File: src/rtl/cd_tx_frame_if.sv
// cd_tx_frame_if: bundle of every non-clock/reset signal of cd_tx_frame.
//   master : the frame feeder (cd_tx_frame) side
//   slave  : the environment side (buffer logic, frame RAM, serializer)
// Signal groups:
//   frame_valid/frame_done/frame_err/frame_cd  buffer status and completion pulses
//   ram_rd_en/ram_rd_addr/ram_rd_data           frame RAM read port (1-cycle latency)
//   data/has_data/ack_data/is_crc_byte/
//   is_last_byte/crc_data                       serializer byte handshake
//   break_req/has_break/ack_break               break request handshake
//   cd/err/abort                                serializer event pulses
interface cd_tx_frame_if;
    logic        frame_valid;
    logic        frame_done;
    logic        frame_err;
    logic        frame_cd;
    logic        ram_rd_en;
    logic [7:0]  ram_rd_addr;
    logic [7:0]  ram_rd_data;
    logic [7:0]  data;
    logic        has_data;
    logic        ack_data;
    logic        is_crc_byte;
    logic        is_last_byte;
    logic [15:0] crc_data;
    logic        break_req;
    logic        has_break;
    logic        ack_break;
    logic        cd;
    logic        err;
    logic        abort;

    modport master (
        input  frame_valid, ram_rd_data, ack_data, crc_data, break_req, ack_break, cd, err,
               abort,
        output frame_done, frame_err, frame_cd, ram_rd_en, ram_rd_addr, data, has_data,
               is_crc_byte, is_last_byte, has_break
    );

    modport slave (
        output frame_valid, ram_rd_data, ack_data, crc_data, break_req, ack_break, cd, err,
               abort,
        input  frame_done, frame_err, frame_cd, ram_rd_en, ram_rd_addr, data, has_data,
               is_crc_byte, is_last_byte, has_break
    );
endinterface

File: src/rtl/cd_tx_frame.sv
// cd_tx_frame: feeds one frame (src, dst, len, data...) from the TX frame buffer RAM to the
// byte serializer, then appends the two live CRC bytes and flags the final byte. Handles
// collision retry, error drop, abort and break requests.
// Ports:
//   clk    system clock
//   reset  asynchronous active-high reset
//   bus    cd_tx_frame_if.master (buffer status, RAM read port, serializer handshake,
//          break handshake, cd/err/abort event pulses)
module cd_tx_frame #(
    parameter int unsigned MAX_DATA  = 253, // larger len bytes are clamped to this
    parameter int unsigned MAX_RETRY = 0    // collisions before drop; 0 retries forever
) (
    input logic           clk,
    input logic           reset,
    cd_tx_frame_if.master bus
);

    localparam int unsigned RW = (MAX_RETRY > 1) ? $clog2(MAX_RETRY + 1) : 1;
    localparam logic [RW-1:0] RETRY_MAX = RW'(MAX_RETRY);
    localparam logic [7:0] MAX_DATA8 = 8'(MAX_DATA);

    typedef enum logic [2:0] {StIdle, StRd, StSend, StCrcL, StCrcH} state_e;

    state_e        state;
    logic [8:0]    idx;
    logic [8:0]    last_idx;
    logic [RW-1:0] retry_cnt;
    logic          hold;
    logic [7:0]    data_q;
    logic          has_data_q;
    logic          is_crc_q;
    logic          is_last_q;
    logic          has_break_q;
    logic          done_q;
    logic          err_q;
    logic          cd_q;

    logic          active;
    logic          launch;
    logic          advance;
    logic [7:0]    len_clamped;
    logic [RW-1:0] retry_inc;
    logic          retry_limit;

    assign active = (state != StIdle);

    // The RAM needs its strobe one cycle before RD samples ram_rd_data, so the read request
    // is decoded combinationally in the cycle that leaves IDLE or accepts an ack in SEND.
    assign launch  = !reset && (state == StIdle) && bus.frame_valid && !hold && !bus.abort;
    assign advance = (state == StSend) && bus.ack_data && (idx != last_idx) &&
                     !bus.abort && !bus.err && !bus.cd;

    assign bus.ram_rd_en   = launch || advance;
    assign bus.ram_rd_addr = advance ? (idx[7:0] + 8'd1) : idx[7:0];

    assign len_clamped = (bus.ram_rd_data > MAX_DATA8) ? MAX_DATA8 : bus.ram_rd_data;

    assign retry_inc   = (retry_cnt == '1) ? retry_cnt : (retry_cnt + RW'(1));
    assign retry_limit = (MAX_RETRY != 0) && (retry_inc == RETRY_MAX);

    // CRC bytes come straight from the serializer's running CRC, not from a register.
    assign bus.data = is_crc_q ? (is_last_q ? bus.crc_data[15:8] : bus.crc_data[7:0]) : data_q;

    assign bus.has_data     = has_data_q;
    assign bus.is_crc_byte  = is_crc_q;
    assign bus.is_last_byte = is_last_q;
    assign bus.has_break    = has_break_q;
    assign bus.frame_done   = done_q;
    assign bus.frame_err    = err_q;
    assign bus.frame_cd     = cd_q;

    always_ff @(posedge clk or posedge reset) begin
        if (reset) begin
            state       <= StIdle;
            idx         <= '0;
            last_idx    <= 9'd2;
            retry_cnt   <= '0;
            hold        <= 1'b0;
            data_q      <= '0;
            has_data_q  <= 1'b0;
            is_crc_q    <= 1'b0;
            is_last_q   <= 1'b0;
            has_break_q <= 1'b0;
            done_q      <= 1'b0;
            err_q       <= 1'b0;
            cd_q        <= 1'b0;
        end else begin
            done_q <= 1'b0;
            err_q  <= 1'b0;
            cd_q   <= 1'b0;

            // Done/drop below overrides this clear; hold then falls once frame_valid is low.
            if (!bus.frame_valid) begin
                hold <= 1'b0;
            end

            // Break path is independent of the frame FSM; clear wins over a new request.
            if (bus.ack_break || bus.abort) begin
                has_break_q <= 1'b0;
            end else if (bus.break_req) begin
                has_break_q <= 1'b1;
            end

            if (bus.abort) begin
                state      <= StIdle;
                has_data_q <= 1'b0;
                is_crc_q   <= 1'b0;
                is_last_q  <= 1'b0;
                idx        <= '0;
                retry_cnt  <= '0;
            end else if (active && bus.err) begin
                state      <= StIdle;
                err_q      <= 1'b1;
                has_data_q <= 1'b0;
                is_crc_q   <= 1'b0;
                is_last_q  <= 1'b0;
                hold       <= 1'b1;
                idx        <= '0;
                retry_cnt  <= '0;
            end else if (active && bus.cd) begin
                state      <= StIdle;
                has_data_q <= 1'b0;
                is_crc_q   <= 1'b0;
                is_last_q  <= 1'b0;
                idx        <= '0;
                if (retry_limit) begin
                    err_q     <= 1'b1;
                    hold      <= 1'b1;
                    retry_cnt <= '0;
                end else begin
                    cd_q      <= 1'b1;
                    retry_cnt <= retry_inc;
                end
            end else begin
                unique case (state)
                    StIdle: begin
                        if (launch) begin
                            last_idx <= 9'd2;
                            state    <= StRd;
                        end
                    end
                    StRd: begin
                        data_q <= bus.ram_rd_data;
                        if (idx == 9'd2) begin
                            last_idx <= 9'd2 + {1'b0, len_clamped};
                        end
                        has_data_q <= 1'b1;
                        state      <= StSend;
                    end
                    StSend: begin
                        if (bus.ack_data) begin
                            if (idx == last_idx) begin
                                is_crc_q <= 1'b1;
                                state    <= StCrcL;
                            end else begin
                                // has_data stays high across the RAM read gap
                                idx   <= idx + 9'd1;
                                state <= StRd;
                            end
                        end
                    end
                    StCrcL: begin
                        if (bus.ack_data) begin
                            is_last_q <= 1'b1;
                            state     <= StCrcH;
                        end
                    end
                    StCrcH: begin
                        if (bus.ack_data) begin
                            has_data_q <= 1'b0;
                            is_crc_q   <= 1'b0;
                            is_last_q  <= 1'b0;
                            done_q     <= 1'b1;
                            hold       <= 1'b1;
                            idx        <= '0;
                            retry_cnt  <= '0;
                            state      <= StIdle;
                        end
                    end
                    default: state <= StIdle;
                endcase
            end
        end
    end

endmodule

File: src/flat_wrapper.sv
// flat-port wrapper written by rule: the top's interface ports become plain ports
module cd_tx_frame_flat 
#(
    parameter int unsigned MAX_DATA  = 253,                                        
    parameter int unsigned MAX_RETRY = 0                                                
)
  (clk, reset, bus_frame_valid, bus_ram_rd_data, bus_ack_data, bus_crc_data, bus_break_req, bus_ack_break, bus_cd, bus_err, bus_abort, bus_frame_done, bus_frame_err, bus_frame_cd, bus_ram_rd_en, bus_ram_rd_addr, bus_data, bus_has_data, bus_is_crc_byte, bus_is_last_byte, bus_has_break);
  cd_tx_frame_if bus_i ();
  input logic clk;
  input logic reset;
  input wire logic [$bits(bus_i.frame_valid)-1:0] bus_frame_valid;
  input wire logic [$bits(bus_i.ram_rd_data)-1:0] bus_ram_rd_data;
  input wire logic [$bits(bus_i.ack_data)-1:0] bus_ack_data;
  input wire logic [$bits(bus_i.crc_data)-1:0] bus_crc_data;
  input wire logic [$bits(bus_i.break_req)-1:0] bus_break_req;
  input wire logic [$bits(bus_i.ack_break)-1:0] bus_ack_break;
  input wire logic [$bits(bus_i.cd)-1:0] bus_cd;
  input wire logic [$bits(bus_i.err)-1:0] bus_err;
  input wire logic [$bits(bus_i.abort)-1:0] bus_abort;
  output wire logic [$bits(bus_i.frame_done)-1:0] bus_frame_done;
  output wire logic [$bits(bus_i.frame_err)-1:0] bus_frame_err;
  output wire logic [$bits(bus_i.frame_cd)-1:0] bus_frame_cd;
  output wire logic [$bits(bus_i.ram_rd_en)-1:0] bus_ram_rd_en;
  output wire logic [$bits(bus_i.ram_rd_addr)-1:0] bus_ram_rd_addr;
  output wire logic [$bits(bus_i.data)-1:0] bus_data;
  output wire logic [$bits(bus_i.has_data)-1:0] bus_has_data;
  output wire logic [$bits(bus_i.is_crc_byte)-1:0] bus_is_crc_byte;
  output wire logic [$bits(bus_i.is_last_byte)-1:0] bus_is_last_byte;
  output wire logic [$bits(bus_i.has_break)-1:0] bus_has_break;
  assign bus_i.frame_valid = bus_frame_valid;
  assign bus_i.ram_rd_data = bus_ram_rd_data;
  assign bus_i.ack_data = bus_ack_data;
  assign bus_i.crc_data = bus_crc_data;
  assign bus_i.break_req = bus_break_req;
  assign bus_i.ack_break = bus_ack_break;
  assign bus_i.cd = bus_cd;
  assign bus_i.err = bus_err;
  assign bus_i.abort = bus_abort;
  assign bus_frame_done = bus_i.frame_done;
  assign bus_frame_err = bus_i.frame_err;
  assign bus_frame_cd = bus_i.frame_cd;
  assign bus_ram_rd_en = bus_i.ram_rd_en;
  assign bus_ram_rd_addr = bus_i.ram_rd_addr;
  assign bus_data = bus_i.data;
  assign bus_has_data = bus_i.has_data;
  assign bus_is_crc_byte = bus_i.is_crc_byte;
  assign bus_is_last_byte = bus_i.is_last_byte;
  assign bus_has_break = bus_i.has_break;
  cd_tx_frame #(.MAX_DATA(MAX_DATA), .MAX_RETRY(MAX_RETRY)) u_core (.clk(clk), .reset(reset), .bus(bus_i));
endmodule
File: config.mk
export PLATFORM = sky130hd
export DESIGN_NAME = cd_tx_frame_flat
export DESIGN_NICKNAME = d
export VERILOG_FILES = /design/src/rtl/cd_tx_frame_if.sv /design/src/rtl/cd_tx_frame.sv /design/src/flat_wrapper.sv
export SDC_FILE = /design/constraint.sdc
export NUM_CORES = 1
export LEC_CHECK = 0
export BUFFER_PORTS_ARGS = -buffer_cell sky130_fd_sc_hd__buf_2
export CAP_MARGIN = 25
export CORE_UTILIZATION = 45
export CTS_BUF_LIST = sky130_fd_sc_hd__clkbuf_4 sky130_fd_sc_hd__clkbuf_8 sky130_fd_sc_hd__clkbuf_16
export DETAILED_ROUTE_END_ITERATION = 6
export GPL_ROUTABILITY_DRIVEN = 1
export PLACE_DENSITY = 0.74
export SLEW_MARGIN = 0
export SYNTH_ARGS = -nofsm -noshare
export SYNTH_HDL_FRONTEND = slang
export SYNTH_SLANG_ARGS = --single-unit
File: constraint.sdc
create_clock -name clk -period 2.1 [get_ports clk]
set_input_delay 0.315 -clock clk [delete_from_list [all_inputs] [get_ports clk]]
set_output_delay 0.315 -clock clk [all_outputs]
set_load 0.02 [all_outputs]
==> metrics, run 1 <==
Avg Cell Area, Syn=between 9 and 10 um^2; placed cells=between 300 and 400; top post-synthesis cells by area=dfrtp_1 39%, xnor2_1 4.9%, mux2i_1 3.9%, mux2_2 3.9%, xor2_1 3.4%; reg2reg setup slack=0 ps; fmax=between 0.4 and 0.5 GHz; worst ir drop on vdd=approximately 0.58 mV; Slew Limit Fails=0; Hold Vio Cnt, Final=0; worst-margin pin slew=a little over 500 ps; CTS HTree Levels=2; Yosys top cell by area=dfrtp_1; Post-synth top flop=dfrtp_1; core box area=about 4800 um^2; Tot GR Track Use=23.8%; fin crit share=119%; fin worst setup slack=-396 ps; IO Pins=57; Initial DRT Pass Iterations=4; most frequent cells in the layout=50 x buf_2, 40 x buf_4, 36 x dfrtp_1; Worst Setup SP=u_core.state[0]$_DFFE_PP0P_; n_diodes=0; initial antenna violation count=0; Pleak=between 1.5 and 2 nW; total chip power=just under 2 mW; global placement routability congestion=0.873; top cell type's share of synthesized area=just under 40%; routed via count=~2.2k; DRT Wirelength=5760 um; GRT overflow=0; Final Skew=~6 ps; RR Startpoint=u_core.state[0]$_DFFE_PP0P_; # DRC=0; Die X=73.6 um; DRT iter0 DRCs=about 230; CTS Sinks=37; crit-path max FO=8; row cnt=25; Die ar.=around 5400 um^2; CP Capture Type=output pin; Hold Slack=25.1 ps; DP Wirelength=roughly 4200 um; IO Port Bufs=56; critical path arrival=2180 ps; synth warn=0; largest net degree at the start of global routing=29; number of synthesized register bits=37; net count after synthesis=between 200 and 300; final core utilization=between 60% and 70%; nets=370; status=finished, violations left; Syn Inst Count=247; post-route ant nets=0; Initial Utilization=between 40% and 50%; Worst slew margin=between 60 and 70%; CTS tree=done; vias in the first global route=approximately 2k; Yosys cell types=53; RSZ-0062 raised after global routing=true; Die Ht=73.6 um; PD cells=about 600 nW/um^2; final std cells w/o fill=between 400 and 500; CP startpoint kind=flop; first-pass GRT wire length=between 9000 and 10000 um; routed len/inst=14.3 um; Via-to-Cell Ratio=5.37; share of layout cells above drive strength 1=between 40 and 50%; pre-CTS setup slack=-164 ps; Post-Syn Area=roughly 2300 um^2; Crit Path Category=flop to output pin; number of enable flip-flop cells after synthesis=0; Clock Pin Slew Worst Setup and Hold Paths=about 70 ps; sequential cell area fraction in the yosys report=around 40%; # setup viols final=9; Worst R2R Path Depth=6; Crit Reg-Reg Endpoint=u_core.idx[6]$_DFFE_PP0P_; failing checks=setup timing; commonest non-fill, non-tap cell in the layout=buf_2; minimum clock period=2500 ps; Clock Path Buffers=2; ys async rst share=100%; hold crit path type=input port to async pin; max cap viols=0; cts bufs inserted=5; crit path to=bus_ram_rd_addr[4]; Critical Path RT=1780 ps; clock latency on the worst-skew pair=between 200 and 300 ps; Root Buffer Master=clkbuf_8; area added between synthesis and finish=40.0%
-- synth_stat cells (2+ instances only) --
cell      count
nor2_1       15
clkbuf_1     15
xor2_1        9
or3_1         4
mux2_2        8
buf_6         2
xnor2_1      13
a21oi_1      11
dfrtp_1      36
mux2i_1       9
nor3_1       10
ha_1          3
or3_4         2
nand4b_1      2
buf_2         3
a31oi_1       2
or2_2         2
o21ai_0       9
or4_1         5
nand3_1      13
nand4_1       3
nand2_1      20
nor2b_1       3
inv_1         6
and2_1        2
nor3b_1       2
and3_1        6
or4bb_1       2
o311ai_0      2
o211ai_1      5
-- stage by stage --
| step | TNS [ps] | instance area (um^2) |
|---|---|---|
| floorplan | -1540 | 2450 |
| global placement | -627 | 2990 |
| detailed placement | -816 | 2990 |
| CTS | -3890 | 3180 |
| global route | -4070 | 3230 |
| finish | -3330 | 3230 |
-- layout make-up --
cell class              count  area, um^2
fillers                   397        1580
multi-input cells         184        1440
flip-flops and latches     37         927
repair buffers            100         672
well taps                  67        83.8
clock buffers               6        76.3
inverters                   6        22.5
clock inverters             2        10.0
-- critical path: stages (launching register included) --
cell and delay (ps):
dfrtp_1 380, or3_4 390, o31a_4 130, or3_4 400, buf_4 170, nor3_4 130, xor2_2 140, buf_4 150
-- state kept, by name, summed over array words and instances, names as in the netlist --
register	count
u_core.bus.frame_cd	1
u_core.bus.frame_done	1
u_core.bus.frame_err	1
u_core.bus.has_break	1
u_core.bus.has_data	1
u_core.bus.is_crc_byte	1
u_core.bus.is_last_byte	1
u_core.data_q	8
u_core.hold	1
u_core.idx	9
u_core.last_idx	9
u_core.state	3
-- how the worst min path moves through the flow --
stage | cells past startpoint | startpoint | to | slack, ps
after floorplan | 1 | bus_ack_break | u_core.bus.has_break$_DFFE_PP0P_ | 390
after detailed placement | 2 | reset | u_core.hold$_DFF_PP0_ | 350
after CTS | 2 | reset | u_core.idx[4]$_DFFE_PP0P_ | 30
after global routing | 2 | reset | u_core.hold$_DFF_PP0_ | 60
after global placement | 2 | reset | u_core.hold$_DFF_PP0_ | 350
final | 2 | reset | u_core.idx[4]$_DFFE_PP0P_ | 30
-- cell families after synthesis --
kind of cell	synth area share, %
buffers and inverters	5.36
AND/OR/NAND/NOR	24.4
multiplexers	7.80
flip-flops	40.1
AO/OA/AOI/OAI	12.4
XOR/XNOR	8.34
adder cells (fa/ha/maj)	1.63
-- report_power, final --
part | total (mW) | switching, mW | internal [mW]
clock | 0.494 | 0.251 | 0.243
sequential | 0.851 | 0.0488 | 0.802
combinational | 0.631 | 0.341 | 0.290
total | 1.98 | 0.640 | 1.33
-- layer usage --
metal,part of all wire (%),GRT usage [%]
met1,46,32.7
met4,0.73,7.26
met2,50,37.5
met3,3.6,5.21
met5,0,0
-- repair_timing --
action / 4_1_cts / 5_1_grt
pin swaps: 7 / 7
resized for setup: 14 / 12
endpoints found under the setup margin: 9 / 18
cloned: 1 / 0
hold buffers: 0 / 0
setup buffers: 6 / 2
Note: power is estimated with default switching activity, not from simulation.
==> run 2, diff against run 1 <==
--- a/config.mk
+++ b/config.mk
@@ -11,7 +11,7 @@
 export CTS_BUF_LIST = sky130_fd_sc_hd__clkbuf_4 sky130_fd_sc_hd__clkbuf_8 sky130_fd_sc_hd__clkbuf_16
 export DETAILED_ROUTE_END_ITERATION = 6
 export GPL_ROUTABILITY_DRIVEN = 1
-export PLACE_DENSITY = 0.74
+export PLACE_DENSITY = 0.78
 export SLEW_MARGIN = 0
 export SYNTH_ARGS = -nofsm -noshare
 export SYNTH_HDL_FRONTEND = slang
==> run 2 against run 1 <==
Compared with the run above:
- the flow still finishes with violations (setup timing)
- routed wire length grew 8.7%
- core utilization grew 2.0 points
- highest routed layer unchanged
- non-clock buffer count grew 6
- largest cell class unchanged
- final cell count grew 1.2%
==> metrics, run 2 (synthesized netlist as in run 1, its figures left out) <==
Hold Vio Cnt, Final=0; crit path to=bus_ram_rd_addr[6]; fmax=0.394 GHz; total chip power=between 2 and 2.5 mW; CP Capture Type=output pin; share of layout cells above drive strength 1=about 45%; GRT overflow=0; n_diodes=0; final std cells w/o fill=407; worst ir drop on vdd=~0.61 mV; PD cells=619 nW/um^2; RSZ-0062 raised after global routing=true; worst-margin pin slew=approximately 540 ps; reg2reg setup slack=-240 ps; IO Pins=57; minimum clock period=2540 ps; Worst Setup SP=u_core.state[1]$_DFFE_PP0P_; fin worst setup slack=-440 ps; Tot GR Track Use=23.5%; placed cells=between 300 and 400; crit-path max FO=4; Slew Limit Fails=0; Initial DRT Pass Iterations=4; Clock Pin Slew Worst Setup and Hold Paths=~80 ps; Post-CTS Hold Buffers=0; Worst slew margin=about 64%; most frequent cells in the layout=47 x buf_2, 45 x buf_4, 36 x dfrtp_1; vias in the first global route=2148; Root Buffer Master=clkbuf_8; row cnt=25; Initial Utilization=47.9%; CTS tree=done; commonest non-fill, non-tap cell in the layout=buf_2; Pleak=1.61 nW; routed len/inst=about 15 um; DRT iter0 DRCs=228; hold crit path type=input port to async pin; CTS HTree Levels=2; status=finished, violations left; fin crit share=121%; CP startpoint kind=flop; setup TNS=-4420 ps; DRT Wirelength=approximately 6300 um; Crit Path Category=flop to output pin; pre-CTS setup slack=-218 ps; Via-to-Cell Ratio=5.43; GRT met1 Usage=~29%; initial antenna violation count=0; met2 Track Usage GR=41.0%; core box area=between 4000 and 5000 um^2; Critical Path RT=1780 ps; Worst R2R Path Depth=8; critical path arrival=roughly 2200 ps; # setup viols final=14; failing checks=setup timing; met3 usage=~4.3%; routed via count=approximately 2.2k; global placement routability congestion=0.908; largest net degree at the start of global routing=38; GR peak layer=met2; nets=between 300 and 400; Crit Reg-Reg Endpoint=u_core.idx[7]$_DFFE_PP0P_; biggest regs=u_core.idx x9, u_core.last_idx x9, u_core.data_q x8; max cap viols=0; DP Wirelength=4310 um; cts bufs inserted=5; CTS Sinks=37; Die ar.=5420 um^2; post-route ant nets=0; clock latency on the worst-skew pair=approximately 300 ps; fill cell count=375; # DRC=0; Clock Path Buffers=2; RR Startpoint=u_core.state[1]$_DFFE_PP0P_; first-pass GRT wire length=about 9700 um; area added between synthesis and finish=44.2%; Final Skew=8.71 ps; Die X=~74 um; IO Port Bufs=56; Die Ht=between 70 and 80 um
-- run 2: cell type report --
cell class	instances	area [um^2]	share of cell area [%]
Tap cell	67	83.8	2.52
Inverter	6	22.5	0.676
Clock inverter	3	21.3	0.639
Clock buffer	5	68.8	2.07
Timing Repair Buffer	106	739	22.2
Sequential cell	37	927	27.8
Multi-Input combinational cell	183	1470	44.1
-- run 2: metal layers --
| layer | up-vias | wire length, um |
|---|---|---|
| li1 | 1063 | - |
| met3 | 18 | 352 |
| met2 | 89 | 3120 |
| met1 | 1041 | 2640 |
| met4 | 0 | 155 |
| met5 | - | 0 |
-- run 2: timing repair --
action / CTS / global route
buffers inserted: 8 / 5
endpoints found under the setup margin: 11 / 19
pin swaps: 18 / 13
resized for setup: 25 / 15
-- run 2: metrics by stage --
stage / util, % / area, um^2 / hold WS [ps]
2_1_floorplan: - / 2450 / 386
4_1_cts: 67.2 / 3240 / 136
5_1_grt: 69.1 / 3330 / 160
3_5_place_dp: 61.9 / 2980 / 458
6_report: 69.1 / 3330 / 116
3_3_place_gp: 61.9 / 2980 / 453
-- run 2: worst min-delay path by stage --
stage / to / startpoint / slack [ps]
finish: u_core.bus.frame_cd$_DFF_PP0_ / reset / 120
global route: u_core.idx[7]$_DFFE_PP0P_ / reset / 160
CTS: u_core.idx[7]$_DFFE_PP0P_ / reset / 140
detailed placement: u_core.hold$_DFF_PP0_ / reset / 460
global placement: u_core.bus.frame_err$_DFF_PP0_ / reset / 450
floorplan: u_core.bus.has_break$_DFFE_PP0P_ / bus_ack_break / 390
-- run 2: power breakdown --
part | switching, mW | leakage (nW) | internal, mW | total [mW]
combinational | 0.367 | 1.07 | 0.324 | 0.691
clock | 0.284 | 0.0445 | 0.236 | 0.520
sequential | 0.0501 | 0.496 | 0.801 | 0.851
total | 0.701 | 1.61 | 1.36 | 2.06
-- run 2: worst max-delay path, cell delays in order (launching register included) --
cell     delay, ps
dfrtp_1        400
or3_4          390
o31a_4         120
or3_4          380
buf_12         160
nor3_4         190
xor2_2         160
buf_6          130
